### config.mk
export PLATFORM = sky130hd
export DESIGN_NAME = usb_rx_bit_timer_flat
export DESIGN_NICKNAME = d
export VERILOG_FILES = /design/src/rtl/usb_rx_pkg.sv /design/src/rtl/usb_rx_bit_timer_if.sv /design/src/rtl/usb_rx_sync_edge.sv /design/src/rtl/usb_rx_bit_timer.sv /design/src/flat_wrapper.sv
export SDC_FILE = /design/constraint.sdc
export NUM_CORES = 1
export LEC_CHECK = 0
export ABC_AREA = 1
export CAP_MARGIN = 20
export CORE_MARGIN = 5
export CORE_UTILIZATION = 50
export CTS_CLUSTER_DIAMETER = 60
export DETAILED_ROUTE_END_ITERATION = 16
export GPL_TIMING_DRIVEN = 0
export PLACE_DENSITY_LB_ADDON = 0.2
export SLEW_MARGIN = 5
export SYNTH_ARGS = -nofsm -noshare
export SYNTH_HDL_FRONTEND = slang
export SYNTH_SLANG_ARGS = --single-unit
### constraint.sdc
create_clock -name clk -period 2.2 [get_ports clk]
set_input_delay 0.44 -clock clk [delete_from_list [all_inputs] [get_ports clk]]
set_output_delay 0.44 -clock clk [all_outputs]
set_load 0.05 [all_outputs]
### src/rtl/usb_rx_pkg.sv
// usb_rx_pkg
// Shared constants and types for the USB receive bit-recovery front end.
//   DEF_CLKS_PER_BIT  : system clocks per USB bit period (>= 4)
//   DEF_SAMPLE_POINT  : clk_cnt value at which the line is sampled
//   DEF_BITS_PER_BYTE : decoded data bits per byte_received pulse
//   DEF_STUFF_LIMIT   : consecutive decoded 1s after which a stuffed 0 follows
//   line_state_t      : differential line state encoded as {dp, dm}
package usb_rx_pkg;

  localparam int DEF_CLKS_PER_BIT  = 8;
  localparam int DEF_SAMPLE_POINT  = 3;
  localparam int DEF_BITS_PER_BYTE = 8;
  localparam int DEF_STUFF_LIMIT   = 6;

  // Encoding is {dp, dm} so a decode is a plain cast.
  typedef enum logic [1:0] {
    LINE_SE0 = 2'b00,
    LINE_K   = 2'b01,
    LINE_J   = 2'b10,
    LINE_SE1 = 2'b11
  } line_state_t;

  function automatic line_state_t decode_line(input logic dp, input logic dm);
    return line_state_t'({dp, dm});
  endfunction

endpackage

### src/rtl/usb_rx_bit_timer_if.sv
// usb_rx_bit_timer_if
// Groups the line inputs, the timer enable and the decoded-bit outputs of the
// USB receive bit timer.
//   d_plus, d_minus : raw bus lines, asynchronous to clk
//   enable_timer    : high while the control unit expects packet traffic
//   shift_enable    : one-cycle strobe, serial_in valid while it is high
//   serial_in       : decoded data bit
//   byte_received   : one-cycle pulse after the last shift of a byte
//   eop             : one-cycle pulse, SE0 seen at a sample point
//   stuff_err       : one-cycle pulse, 1 seen where a stuffed 0 was required
// Handshake: shift_enable is a valid strobe with no ready/back-pressure; the
// consumer must accept serial_in in every cycle shift_enable is high, and
// serial_in carries no meaning in any other cycle.
// Modports: master = bit timer, slave = downstream shift register / control.
interface usb_rx_bit_timer_if;

  logic d_plus;
  logic d_minus;
  logic enable_timer;
  logic shift_enable;
  logic serial_in;
  logic byte_received;
  logic eop;
  logic stuff_err;

  modport master (
    input  d_plus, d_minus, enable_timer,
    output shift_enable, serial_in, byte_received, eop, stuff_err
  );

  modport slave (
    output d_plus, d_minus, enable_timer,
    input  shift_enable, serial_in, byte_received, eop, stuff_err
  );

endinterface

### src/rtl/usb_rx_sync_edge.sv
// usb_rx_sync_edge
// Two-flop synchroniser for D+ and D-, plus a transition detector on the
// synchronised D+ line.
//   clk, n_rst      : clock, asynchronous active-low reset
//   d_plus, d_minus : raw asynchronous lines
//   dp_s, dm_s      : second-stage synchronised lines
//   dp_edge         : dp_s differs from its value one cycle earlier
// RST_DP / RST_DM set the reset level of each line's flops (idle J = 1/0).
module usb_rx_sync_edge #(
  parameter logic RST_DP = 1'b1,
  parameter logic RST_DM = 1'b0
) (
  input  logic clk,
  input  logic n_rst,
  input  logic d_plus,
  input  logic d_minus,
  output logic dp_s,
  output logic dm_s,
  output logic dp_edge
);

  logic dp_meta;
  logic dm_meta;
  logic dp_prev;

  always_ff @(posedge clk or negedge n_rst) begin
    if (!n_rst) begin
      dp_meta <= RST_DP;
      dp_s    <= RST_DP;
      dp_prev <= RST_DP;
      dm_meta <= RST_DM;
      dm_s    <= RST_DM;
    end else begin
      dp_meta <= d_plus;
      dp_s    <= dp_meta;
      dp_prev <= dp_s;
      dm_meta <= d_minus;
      dm_s    <= dm_meta;
    end
  end

  assign dp_edge = dp_s ^ dp_prev;

endmodule

### src/rtl/usb_rx_bit_timer.sv
// usb_rx_bit_timer
// USB receive bit recovery: synchronises D+/D-, recovers bit timing from D+
// transitions, NRZI-decodes, removes stuffed bits and drives the downstream
// serial-to-parallel shift register.
//   clk   : system clock
//   n_rst : asynchronous active-low reset
//   bus   : usb_rx_bit_timer_if.master (lines, enable, decoded outputs)
// Optional feature macro USB_RX_STUFF_ERR_EN: when defined, a 1 sampled where
// a stuffed 0 was required raises stuff_err and is dropped; when undefined,
// stuff_err is tied 0 and such a 1 is shifted as data with ones_cnt
// saturating at STUFF_LIMIT.
module usb_rx_bit_timer
  import usb_rx_pkg::*;
#(
  parameter int CLKS_PER_BIT  = DEF_CLKS_PER_BIT,
  parameter int SAMPLE_POINT  = DEF_SAMPLE_POINT,
  parameter int BITS_PER_BYTE = DEF_BITS_PER_BYTE,
  parameter int STUFF_LIMIT   = DEF_STUFF_LIMIT
) (
  input  logic                clk,
  input  logic                n_rst,
  usb_rx_bit_timer_if.master  bus
);

  localparam int CW = $clog2(CLKS_PER_BIT);
  localparam int OW = $clog2(STUFF_LIMIT + 1);
  localparam int BW = $clog2(BITS_PER_BYTE);

  localparam logic [CW-1:0] CNT_MAX    = CW'(CLKS_PER_BIT - 1);
  localparam logic [CW-1:0] SAMPLE_CNT = CW'(SAMPLE_POINT);
  localparam logic [OW-1:0] STUFF_CNT  = OW'(STUFF_LIMIT);
  localparam logic [BW-1:0] BIT_MAX    = BW'(BITS_PER_BYTE - 1);

  logic          dp_s;
  logic          dm_s;
  logic          dp_edge;

  logic [CW-1:0] clk_cnt;
  logic [OW-1:0] ones_cnt;
  logic [BW-1:0] bit_cnt;
  logic          prev_level;

  logic          shift_enable_q;
  logic          serial_in_q;
  logic          byte_pending;
  logic          byte_received_q;
  logic          eop_q;

  logic          sample;
  logic          se0;
  logic          nrzi_bit;
  logic          at_limit;
  logic          discard;
  logic          stuff_hit;
  logic [OW-1:0] ones_inc;

  usb_rx_sync_edge #(
    .RST_DP (1'b1),
    .RST_DM (1'b0)
  ) u_sync_edge (
    .clk     (clk),
    .n_rst   (n_rst),
    .d_plus  (bus.d_plus),
    .d_minus (bus.d_minus),
    .dp_s    (dp_s),
    .dm_s    (dm_s),
    .dp_edge (dp_edge)
  );

  always_comb begin
    sample   = bus.enable_timer && (clk_cnt == SAMPLE_CNT);
    se0      = (decode_line(dp_s, dm_s) == LINE_SE0);
    // NRZI: no change from the previous sampled level decodes as 1.
    nrzi_bit = (dp_s == prev_level);
    at_limit = (ones_cnt == STUFF_CNT);
    // A 0 after STUFF_LIMIT ones is always the stuffed bit.
    discard  = at_limit && !nrzi_bit;
    ones_inc = at_limit ? ones_cnt : ones_cnt + 1'b1;
  end

`ifdef USB_RX_STUFF_ERR_EN
  assign stuff_hit = at_limit && nrzi_bit;
`else
  assign stuff_hit = 1'b0;
`endif

`ifdef USB_RX_STUFF_ERR_EN
  logic stuff_err_q;
`endif

  always_ff @(posedge clk or negedge n_rst) begin
    if (!n_rst) begin
      clk_cnt         <= '0;
      ones_cnt        <= '0;
      bit_cnt         <= '0;
      prev_level      <= 1'b1;
      shift_enable_q  <= 1'b0;
      serial_in_q     <= 1'b1;
      byte_pending    <= 1'b0;
      byte_received_q <= 1'b0;
      eop_q           <= 1'b0;
`ifdef USB_RX_STUFF_ERR_EN
      stuff_err_q     <= 1'b0;
`endif
    end else begin
      shift_enable_q  <= 1'b0;
      eop_q           <= 1'b0;
      byte_pending    <= 1'b0;
      // Delayed one cycle so the shift register already holds the last bit.
      byte_received_q <= byte_pending;
`ifdef USB_RX_STUFF_ERR_EN
      stuff_err_q     <= 1'b0;
`endif
      if (!bus.enable_timer) begin
        clk_cnt    <= '0;
        ones_cnt   <= '0;
        bit_cnt    <= '0;
        prev_level <= 1'b1;
      end else begin
        // Every D+ transition re-aligns the bit phase.
        if (dp_edge) begin
          clk_cnt <= '0;
        end else if (clk_cnt == CNT_MAX) begin
          clk_cnt <= '0;
        end else begin
          clk_cnt <= clk_cnt + 1'b1;
        end

        if (sample) begin
          if (se0) begin
            eop_q      <= 1'b1;
            bit_cnt    <= '0;
            ones_cnt   <= '0;
            prev_level <= 1'b1;
          end else begin
            prev_level <= dp_s;
`ifdef USB_RX_STUFF_ERR_EN
            stuff_err_q <= stuff_hit;
`endif
            if (discard || stuff_hit) begin
              ones_cnt <= '0;
            end else begin
              shift_enable_q <= 1'b1;
              serial_in_q    <= nrzi_bit;
              ones_cnt       <= nrzi_bit ? ones_inc : '0;
              if (bit_cnt == BIT_MAX) begin
                bit_cnt      <= '0;
                byte_pending <= 1'b1;
              end else begin
                bit_cnt <= bit_cnt + 1'b1;
              end
            end
          end
        end
      end
    end
  end

  assign bus.shift_enable  = shift_enable_q;
  assign bus.serial_in     = serial_in_q;
  assign bus.byte_received = byte_received_q;
  assign bus.eop           = eop_q;
`ifdef USB_RX_STUFF_ERR_EN
  assign bus.stuff_err     = stuff_err_q;
`else
  assign bus.stuff_err     = 1'b0;
`endif

endmodule
### src/flat_wrapper.sv
// flat-port wrapper written by rule: the top's interface ports become plain ports
module usb_rx_bit_timer_flat import usb_rx_pkg::*;
#(
  parameter int CLKS_PER_BIT  = DEF_CLKS_PER_BIT,
  parameter int SAMPLE_POINT  = DEF_SAMPLE_POINT,
  parameter int BITS_PER_BYTE = DEF_BITS_PER_BYTE,
  parameter int STUFF_LIMIT   = DEF_STUFF_LIMIT
)
  (clk, n_rst, bus_d_plus, bus_d_minus, bus_enable_timer, bus_shift_enable, bus_serial_in, bus_byte_received, bus_eop, bus_stuff_err);
  usb_rx_bit_timer_if bus_i ();
  input  logic clk;
  input  logic n_rst;
  input wire logic [$bits(bus_i.d_plus)-1:0] bus_d_plus;
  input wire logic [$bits(bus_i.d_minus)-1:0] bus_d_minus;
  input wire logic [$bits(bus_i.enable_timer)-1:0] bus_enable_timer;
  output wire logic [$bits(bus_i.shift_enable)-1:0] bus_shift_enable;
  output wire logic [$bits(bus_i.serial_in)-1:0] bus_serial_in;
  output wire logic [$bits(bus_i.byte_received)-1:0] bus_byte_received;
  output wire logic [$bits(bus_i.eop)-1:0] bus_eop;
  output wire logic [$bits(bus_i.stuff_err)-1:0] bus_stuff_err;
  assign bus_i.d_plus = bus_d_plus;
  assign bus_i.d_minus = bus_d_minus;
  assign bus_i.enable_timer = bus_enable_timer;
  assign bus_shift_enable = bus_i.shift_enable;
  assign bus_serial_in = bus_i.serial_in;
  assign bus_byte_received = bus_i.byte_received;
  assign bus_eop = bus_i.eop;
  assign bus_stuff_err = bus_i.stuff_err;
  usb_rx_bit_timer #(.CLKS_PER_BIT(CLKS_PER_BIT), .SAMPLE_POINT(SAMPLE_POINT), .BITS_PER_BYTE(BITS_PER_BYTE), .STUFF_LIMIT(STUFF_LIMIT)) u_core (.clk(clk), .n_rst(n_rst), .bus(bus_i));
endmodule
======== After elaboration in Yosys (flattened, before gate mapping) ========
Cells that the tools add are included.
operators by class
  $add $sub $neg .......................... 3
  $mul .................................... 0
  div/mod/pow operators ................... 0
  magnitude comparators ................... 0
  eq/ne operators ......................... 8
  shift-type cells ........................ 0
  muxes and demuxes ....................... 29
  bitwise gates (word level) .............. 3
  reductions and logical operators ........ 7
operators by type and width
  operator                                                count
  two-way mux 3 bit                                       14
  two-way mux 1 bit                                       15
  adder 3 x 1 -> 3 bit (second input constant)            3
  equality test 3 bit (second input constant)             3
  inequality test 5 x 4 -> 1 bit (second input constant)  1
  AND reduction 2 bit                                     2
  AND reduction 4 bit                                     1
  equality test 3 x 2 -> 1 bit (second input constant)    1
  inequality test 3 x 2 -> 1 bit (second input constant)  1
  logical AND 1 bit                                       2
  logical NOT 2 bit                                       1
  inequality test 2 x 1 -> 1 bit (second input constant)  1
  inverter 1 bit                                          2
  equality test 1 bit                                     1
  logical NOT 1 bit                                       1
  bitwise XOR 1 bit                                       1
storage, ports and cells
  register bits ........................... 20
  bits in latches ......................... 0
  memory bits (writable) .................. 0
  memory bits (read-only) ................. 0
  input port bits ......................... 5
  logic and storage cells ................. 64
  memories kept ........................... 0

======== Longest topological paths before layout ========
Gate-level depths: netlist of run 1.
  depth after elaboration ................. 7
  depth in mapped cells ................... 8
  depth with buffers taken out ............ 8

======== By module ========
Synthesis of run 1 repeated with hierarchy kept, for this count alone.
unflattened totals
  cells, all modules ...................... 97
  area, all modules ....................... 947.2 um2
by module, submodules not included
  module            times used  cells each  area each (um2)  sequential area each (um2)
  usb_rx_bit_timer  1           87          799.5            377.9
  usb_rx_sync_edge  1           10          147.6            128.9

======== Least setup slack after synthesis of run 1 ========
Ideal clock, no wire load.
  path kind ............................... register to register
  start ................................... register u_core.clk_cnt[0]
  end ..................................... register u_core.ones_cnt[2]
  arrival ................................. 1.196 ns
  required time ........................... 2.135 ns
  slack ................................... 0.939 ns
  stages on the path, launching flop included .. 8
  buffers on the path ..................... 0
  clock period less this slack ............ 1.261 ns
  cells stage by stage .................... dfrtp_1 > ha_1 > ha_1 > inv_1 > nand2_1 > nand2_1 > nand2_1 > nand2_1
between the ends
  cells in the longest elaborated chain, start to end .. 4
RTL lines
  element                                   line                     text
  from (decl)                               usb_rx_bit_timer.sv:38   logic [CW-1:0] clk_cnt;
  from (signal assigned)                    usb_rx_bit_timer.sv:126  clk_cnt <= clk_cnt + 1'b1;
  equality test 3 x 2 -> 1 bit              usb_rx_bit_timer.sv:71   sample = bus.enable_timer && (clk_cnt == SAMPLE_CNT);
  logical AND 1 bit                         usb_rx_bit_timer.sv:71
  inequality test 2 x 1 -> 1 bit (no line)  -
  AND reduction 2 bit (no line)             -
  to (signal assigned)                      usb_rx_bit_timer.sv:145  ones_cnt <= nrzi_bit ? ones_inc : '0;
  to (decl)                                 usb_rx_bit_timer.sv:39   logic [OW-1:0] ones_cnt;
Every way passes these cells.
A chain may end at the register's enable or synchronous reset.

======== Worst setup path in the final report of run 1 ========
  start ................................... register u_core.serial_in_q, in the netlist u_core.bus.serial_in
  end ..................................... output bus_serial_in
RTL lines
  element                 line                     text
  from (decl)             usb_rx_bit_timer.sv:44   logic serial_in_q;
  from (signal assigned)  usb_rx_bit_timer.sv:144  serial_in_q <= nrzi_bit;
  to (decl)               flat_wrapper.sv:17       output wire logic [$bits(bus_i.serial_in)-1:0] bus_serial_in;
No word-level cell between the ends.

==> metrics.md, run 1 <==
| Metric | Value |
|---|---|
| Pre-CTS WS | `0.451 ns` |
| Resized Gates After CTS | `0` |
| Slack of the worst reg-to-reg path | `roughly 0.7 ns` |
| Via count | `688` |
| CP bufs+invs | `1` |
| Initial core utilization | `between 50% and 60%` |
| Num Clock Sinks | `20` |
| Fin nets | `between 100 and 150` |
| Setup TNS | `0 ns` |
| Critical Path Fanout Max | `2` |
| Slowest stage delay, CP | `just under 0.8 ns` |
| Drt via density | `5.13` |
| Global Route Usage Sum | `between 10 and 15%` |
| DIE WIDTH | `approximately 53 um` |
| Cell taking the most area after synthesis | `dfrtp_1` |
| Drc violations | `0` |
| Area growth from synthesis to layout | `16.5%` |
| CTS HTree Levels | `1` |
| Setup crit end kind | `output pin` |
| ANT nets after route | `0` |
| Sw Ratio | `23.1%` |
| Min Tclk post-route | `2.09 ns` |
| Clock transition at path regs | `approximately 0.11 ns` |
| Status | `completed` |
| Most common cell in the netlist | `nand2_1` |
| Post-CTS Setup Repair Bufs | `0` |
| CP max-delay cell | `clkdlybuf4s50_1` |
| Io pins | `10` |
| Worst path cell trace | `clkdlybuf4s50_1` |
| Row count | `15` |
| RSZ-0062 raised after global routing | `false` |
| Top Registers | `u_core.bit_cnt x3, u_core.clk_cnt x3, u_core.ones_cnt x3` |
| Worst setup SP type | `register` |
| Share of the synthesized area in the top cell type | `about two fifths` |
| Combinational power share | `a little over a tenth` |
| Critical path type | `reg2out` |
| Largest delay contributor family on the critical path | `buffers and inverters` |
| GRT overflow | `0` |
| Placer congestion estimate | `a little over 0.8` |
| Period utilization | `between 90% and 100%` |
| HP Class | `in2reg` |
| EDFF count, synth | `0` |
| Setup violators final | `0` |
| CP required | `around 1.8 ns` |
| Antenna Cells | `0` |
| Latest clock arrival within the worst-skew pair | `0.30 ns` |
| MaxCap Viol Count | `0` |
| Clock Skew | `~0.0018 ns` |
| Switching pwr | `approximately 180 uW` |
| Fin worst setup slack | `~0.11 ns` |
| Synth Flop Type | `dfrtp_1` |
| Synth Instances | `just under 100` |
| Clock root buffer | `clkbuf_4` |
| LEAKAGE | `0.000568 uW` |
| Routed len/inst | `11.8 um` |
| Top cells by area, synth | `dfrtp_1 (40%), dfstp_2 (14%), nand2_1 (10%), ha_1 (9.4%), inv_1 (4.0%)` |
| CTS tree | `yes` |
| Synthesis Warnings | `0` |
| Register share of total power | `between 50% and 60%` |
| Worst slew pin tran | `about 0.83 ns` |
| Synth top cells by count | `nand2_1 (26), dfrtp_1 (15), inv_1 (10)` |
| Num CTS Buffers | `3` |
| Synth Register Bits | `20` |
| Rel. slew slack | `between 40 and 50%` |
| Drt pass-1 iters | `4` |
| Die Ht | `approximately 53 um` |
| Hold-fix buffers, CTS | `0` |
| PD cells | `a little over 700 mW/mm^2` |
| Core Box Area | `0.00175 mm^2` |
| Pwr Total | `around 800 uW` |
| Netlist cell types | `20` |
| Buffers on Ports | `7` |
| Max VDD drop | `0.000376 V` |
| Slew Limit Fails | `0` |
| Layout cells sized above 1 | `between 10% and 20%` |
| Number of global-route vias before repair | `650` |
| Clock Tree Buf Depth | `2` |
| Asr flop ratio synth | `100%` |
| First-pass GRT wire length | `around 2.8 mm` |
| Full die area | `~0.0028 mm^2` |
| Arr. time, crit path | `1.65 ns` |
| Syn Area/Cell | `roughly 9.5 um^2` |
| Clock share of power | `approximately two fifths` |
| Drt initial violations | `32` |
| DP HPWL | `about 1.2 mm` |
| Mapped Area | `~930 um^2` |
| Post-Syn Nets | `110` |
| Number of hold violations in the final report | `0` |
| Fmax | `about 480 MHz` |
| Largest net degree at the start of global routing | `21` |
| Seq/Total Area, Yosys | `54.4%` |
| Int Pwr | `603 uW` |
| Detailed Route WL | `~1.6 mm` |
| Hold_ws | `0.354 ns` |
| Final core utilization | `between 60% and 70%` |
| Initial antenna violation count | `0` |
-- cell type report --
cell class / count / area [um^2]
Inverter: 11 / 41.3
Multi-Input combinational cell: 65 / 368
Fill cell: 151 / 661
Clock buffer: 3 / 22.5
Buffer: 2 / 15.0
Timing Repair Buffer: 7 / 70.1
Tap cell: 25 / 31.3
Sequential cell: 20 / 507
Clock inverter: 1 / 30.0
-- power by group through the flow --
stage	Combinational [uW]	Clock (uW)	Sequential (uW)
after floorplan	46.0	0	416
after global placement	81.6	0	407
after detailed placement	83.4	0	408
after CTS	83.9	309	401
after global routing	94.1	324	404
final	82.9	299	401
-- per-layer routing --
metal  wire length [um]  global-route usage (%)
met1                689                    16.8
met2                734                    22.5
met3                 88                    2.54
met4                 68                    7.66
met5                  0                       0
-- per-stage QoR --
stage	instances	area, um^2
2_1_floorplan	98	931
3_3_place_gp	130	1030
3_5_place_dp	130	1030
4_1_cts	134	1080
5_1_grt	134	1080
6_report	134	1080
-- cells by family after synthesis --
family | share of synthesized area [%]
AO/OA/AOI/OAI | 1.21
XOR/XNOR | 1.88
flip-flops | 54.4
adder cells (fa/ha/maj) | 9.41
buffers and inverters | 6.05
AND/OR/NAND/NOR | 26.6
other | 0.403
-- worst register-to-register path: cells and delay by family (launching register included) --
family | cells | cell delay, ns
adders and majority gates | 2 | 0.45
buffers and inverters | 1 | 0.08
and+or+nand+nor | 4 | 0.49
DFF | 1 | 0.41
-- path summary, 6_finish.rpt --
check                                                 from                  endpoint  depth (start not counted)
worst max-delay path                  u_core.bus.serial_in             bus_serial_in                          1
worst min-delay path                      bus_enable_timer         u_core.prev_level                          2
worst max register to register           u_core.clk_cnt[0]        u_core.ones_cnt[2]                          7
worst min register to register  u_core.u_sync_edge.dp_meta   u_core.u_sync_edge.dp_s                          0
max in group asynchronous                            n_rst         u_core.bit_cnt[2]                          1
min in group asynchronous                            n_rst  u_core.bus.byte_received                          1
-- placed cells by master (no fill, tap or decap), types with 2 or more instances in the layout --
| cell | instances |
|---|---|
| dfrtp_1 | 15 |
| nand3_1 | 5 |
| ha_1 | 7 |
| nand2_2 | 3 |
| dfstp_2 | 5 |
| nand4_1 | 4 |
| nand2_1 | 26 |
| inv_1 | 10 |
| buf_4 | 2 |
| clkdlybuf4s50_1 | 7 |
| nor2_1 | 7 |
| nor3_1 | 3 |
| nor4_1 | 2 |
| xor2_1 | 2 |
| clkbuf_4 | 3 |
(Power assumes the default switching activity.)
==> run 2, diff against run 1 <==
PLACE_DENSITY_LB_ADDON = 0.08   (was 0.2)
==> run 2 against run 1 <==
  * Core utilization did not move
  * Count of clock-buffer cells in the layout stayed put
  * Sequential share of layout area unchanged
  * Sequential cell count did not move
  * Largest cell class unchanged
  * Highest routed layer unchanged
  * Combinational power fell by 2%
==> metrics.md, run 2 (same netlist as run 1, synthesis figures left out) <==
| Metric | Value |
|---|---|
| Status | `completed` |
| Clock root buffer | `clkbuf_4` |
| Drt initial violations | `8` |
| CP bufs+invs | `1` |
| Fmax | `481 MHz` |
| Drt pass-1 iters | `3` |
| Antenna Cells | `0` |
| Latest clock arrival within the worst-skew pair | `roughly 0.3 ns` |
| Slew Limit Fails | `0` |
| Non-filler cells, final | `134` |
| Post-route cell area | `approximately 0.0011 mm^2` |
| Largest net degree at the start of global routing | `21` |
| Full die area | `roughly 0.0028 mm^2` |
| Clock Skew | `around 0.0020 ns` |
| Clock Tree Buf Depth | `2` |
| CP required | `1.76 ns` |
| Post-Place Cells | `130` |
| Fin worst setup slack | `roughly 0.12 ns` |
| Final core utilization | `slightly above 60%` |
| Io pins | `10` |
| Detailed Route WL | `~1.4 mm` |
| Max VDD drop | `between 0.0004 and 0.0005 V` |
| Most common cell after layout, fill and taps aside | `nand2_1` |
| Slack of the worst reg-to-reg path | `between 0.7 and 0.8 ns` |
| Rel. slew slack | `about 45%` |
| Number of global-route vias before repair | `~640` |
| Layout cells sized above 1 | `16.5%` |
| Critical path type | `reg2out` |
| Core Box Area | `0.00175 mm^2` |
| Fin nets | `approximately 120` |
| Top Registers | `u_core.bit_cnt x3, u_core.clk_cnt x3, u_core.ones_cnt x3` |
| Num Clock Sinks | `20` |
| Setup violators final | `0` |
| Pre-CTS WS | `0.448 ns` |
| Setup TNS | `0 ns` |
| Post-CTS Setup Repair Bufs | `0` |
| Setup crit end kind | `output pin` |
| CP max-delay cell | `clkdlybuf4s50_1` |
| Number of hold violations in the final report | `0` |
| CTS HTree Levels | `1` |
| Die Ht | `53.2 um` |
| Worst path cell trace | `clkdlybuf4s50_1` |
| Placer congestion estimate | `a little over 0.7` |
| Period utilization | `between 90% and 100%` |
| Resized Gates After CTS | `0` |
| Worst setup SP type | `register` |
| Num CTS Buffers | `3` |
| MaxCap Viol Count | `0` |
| PD cells | `~720 mW/mm^2` |
| Initial antenna violation count | `0` |
| Global Route Usage Sum | `between 10% and 20%` |
| Buffers on Ports | `7` |
| CTS tree | `yes` |
| GRT overflow | `0` |
| Critical Path Fanout Max | `2` |
| Placed Area | `0.00103 mm^2` |
| Slowest stage delay, CP | `roughly 0.79 ns` |
| Routed len/inst | `~10 um` |
| DP HPWL | `1.09 mm` |
| Clock transition at path regs | `approximately 0.11 ns` |
| DIE WIDTH | `about 53 um` |
| Worst slew pin tran | `~0.8 ns` |
| Drt via density | `4.87` |
| Arr. time, crit path | `1.64 ns` |
| Area growth from synthesis to layout | `16.5%` |
| LEAKAGE | `about 0.00057 uW` |
| First-pass GRT wire length | `approximately 2.6 mm` |
| RSZ-0062 raised after global routing | `false` |
| Min Tclk post-route | `2.08 ns` |
| Via count | `652` |
| Commonest cells after routing, fill and taps aside | `nand2_1 (26), dfrtp_1 (15), inv_1 (10)` |
| Drc violations | `0` |
| Initial core utilization | `a little over half` |
| Hold-fix buffers, CTS | `0` |
| HP Class | `in2reg` |
| ANT nets after route | `0` |
| Largest delay contributor family on the critical path | `buffers and inverters` |
| Row count | `15` |
==> run 2: area by class of cell <==
| class | count | area [um^2] |
|---|---|---|
| Clock inverter | 1 | 30.0 |
| Buffer | 2 | 15.0 |
| Tap cell | 25 | 31.3 |
| Inverter | 11 | 41.3 |
| Clock buffer | 3 | 22.5 |
| Timing Repair Buffer | 7 | 70.1 |
| Fill cell | 143 | 661 |
| Sequential cell | 20 | 507 |
| Multi-Input combinational cell | 65 | 368 |
==> run 2: worst reg2reg max path, cell delays in order (launching register included) <==
cell and delay (ns):
dfrtp_1 0.40, ha_1 0.22, ha_1 0.21, inv_1 0.07, nand2_1 0.17, nand2_1 0.17
nand2_1 0.06, nand2_1 0.07
==> run 2: metal layers <==
metal  vias up  part of all wire [%]  global-route usage, %
met1       301                    46                   15.4
met4         0                   2.6                   8.94
li1        335                     -                      -
met3         4                   3.5                   2.54
met2        12                    48                   21.7
met5         -                     0                      0
==> run 2: power by group <==
group / switching, uW / internal, uW / total [uW]
Combinational: 51.8 / 29.3 / 81.2
Clock: 111 / 184 / 295
Sequential: 12.0 / 389 / 401
==> run 2: worst paths after layout <==
path / from / end / depth (start not counted)
setup reg to reg: u_core.clk_cnt[0] / u_core.ones_cnt[2] / 7
setup / recovery: u_core.bus.serial_in / bus_serial_in / 1
hold / removal: bus_enable_timer / u_core.prev_level / 2
min in group asynchronous: n_rst / u_core.bit_cnt[0] / 1
max in group asynchronous: n_rst / u_core.u_sync_edge.dm_s / 1
hold reg to reg: u_core.u_sync_edge.dm_meta / u_core.u_sync_edge.dm_s / 0
==> run 2: stage by stage <==
step,hold WS (ns),total power (uW)
floorplan,0.144,462
global placement,0.336,489
detailed placement,0.336,491
CTS,0.342,790
global route,0.336,821
finish,0.352,777
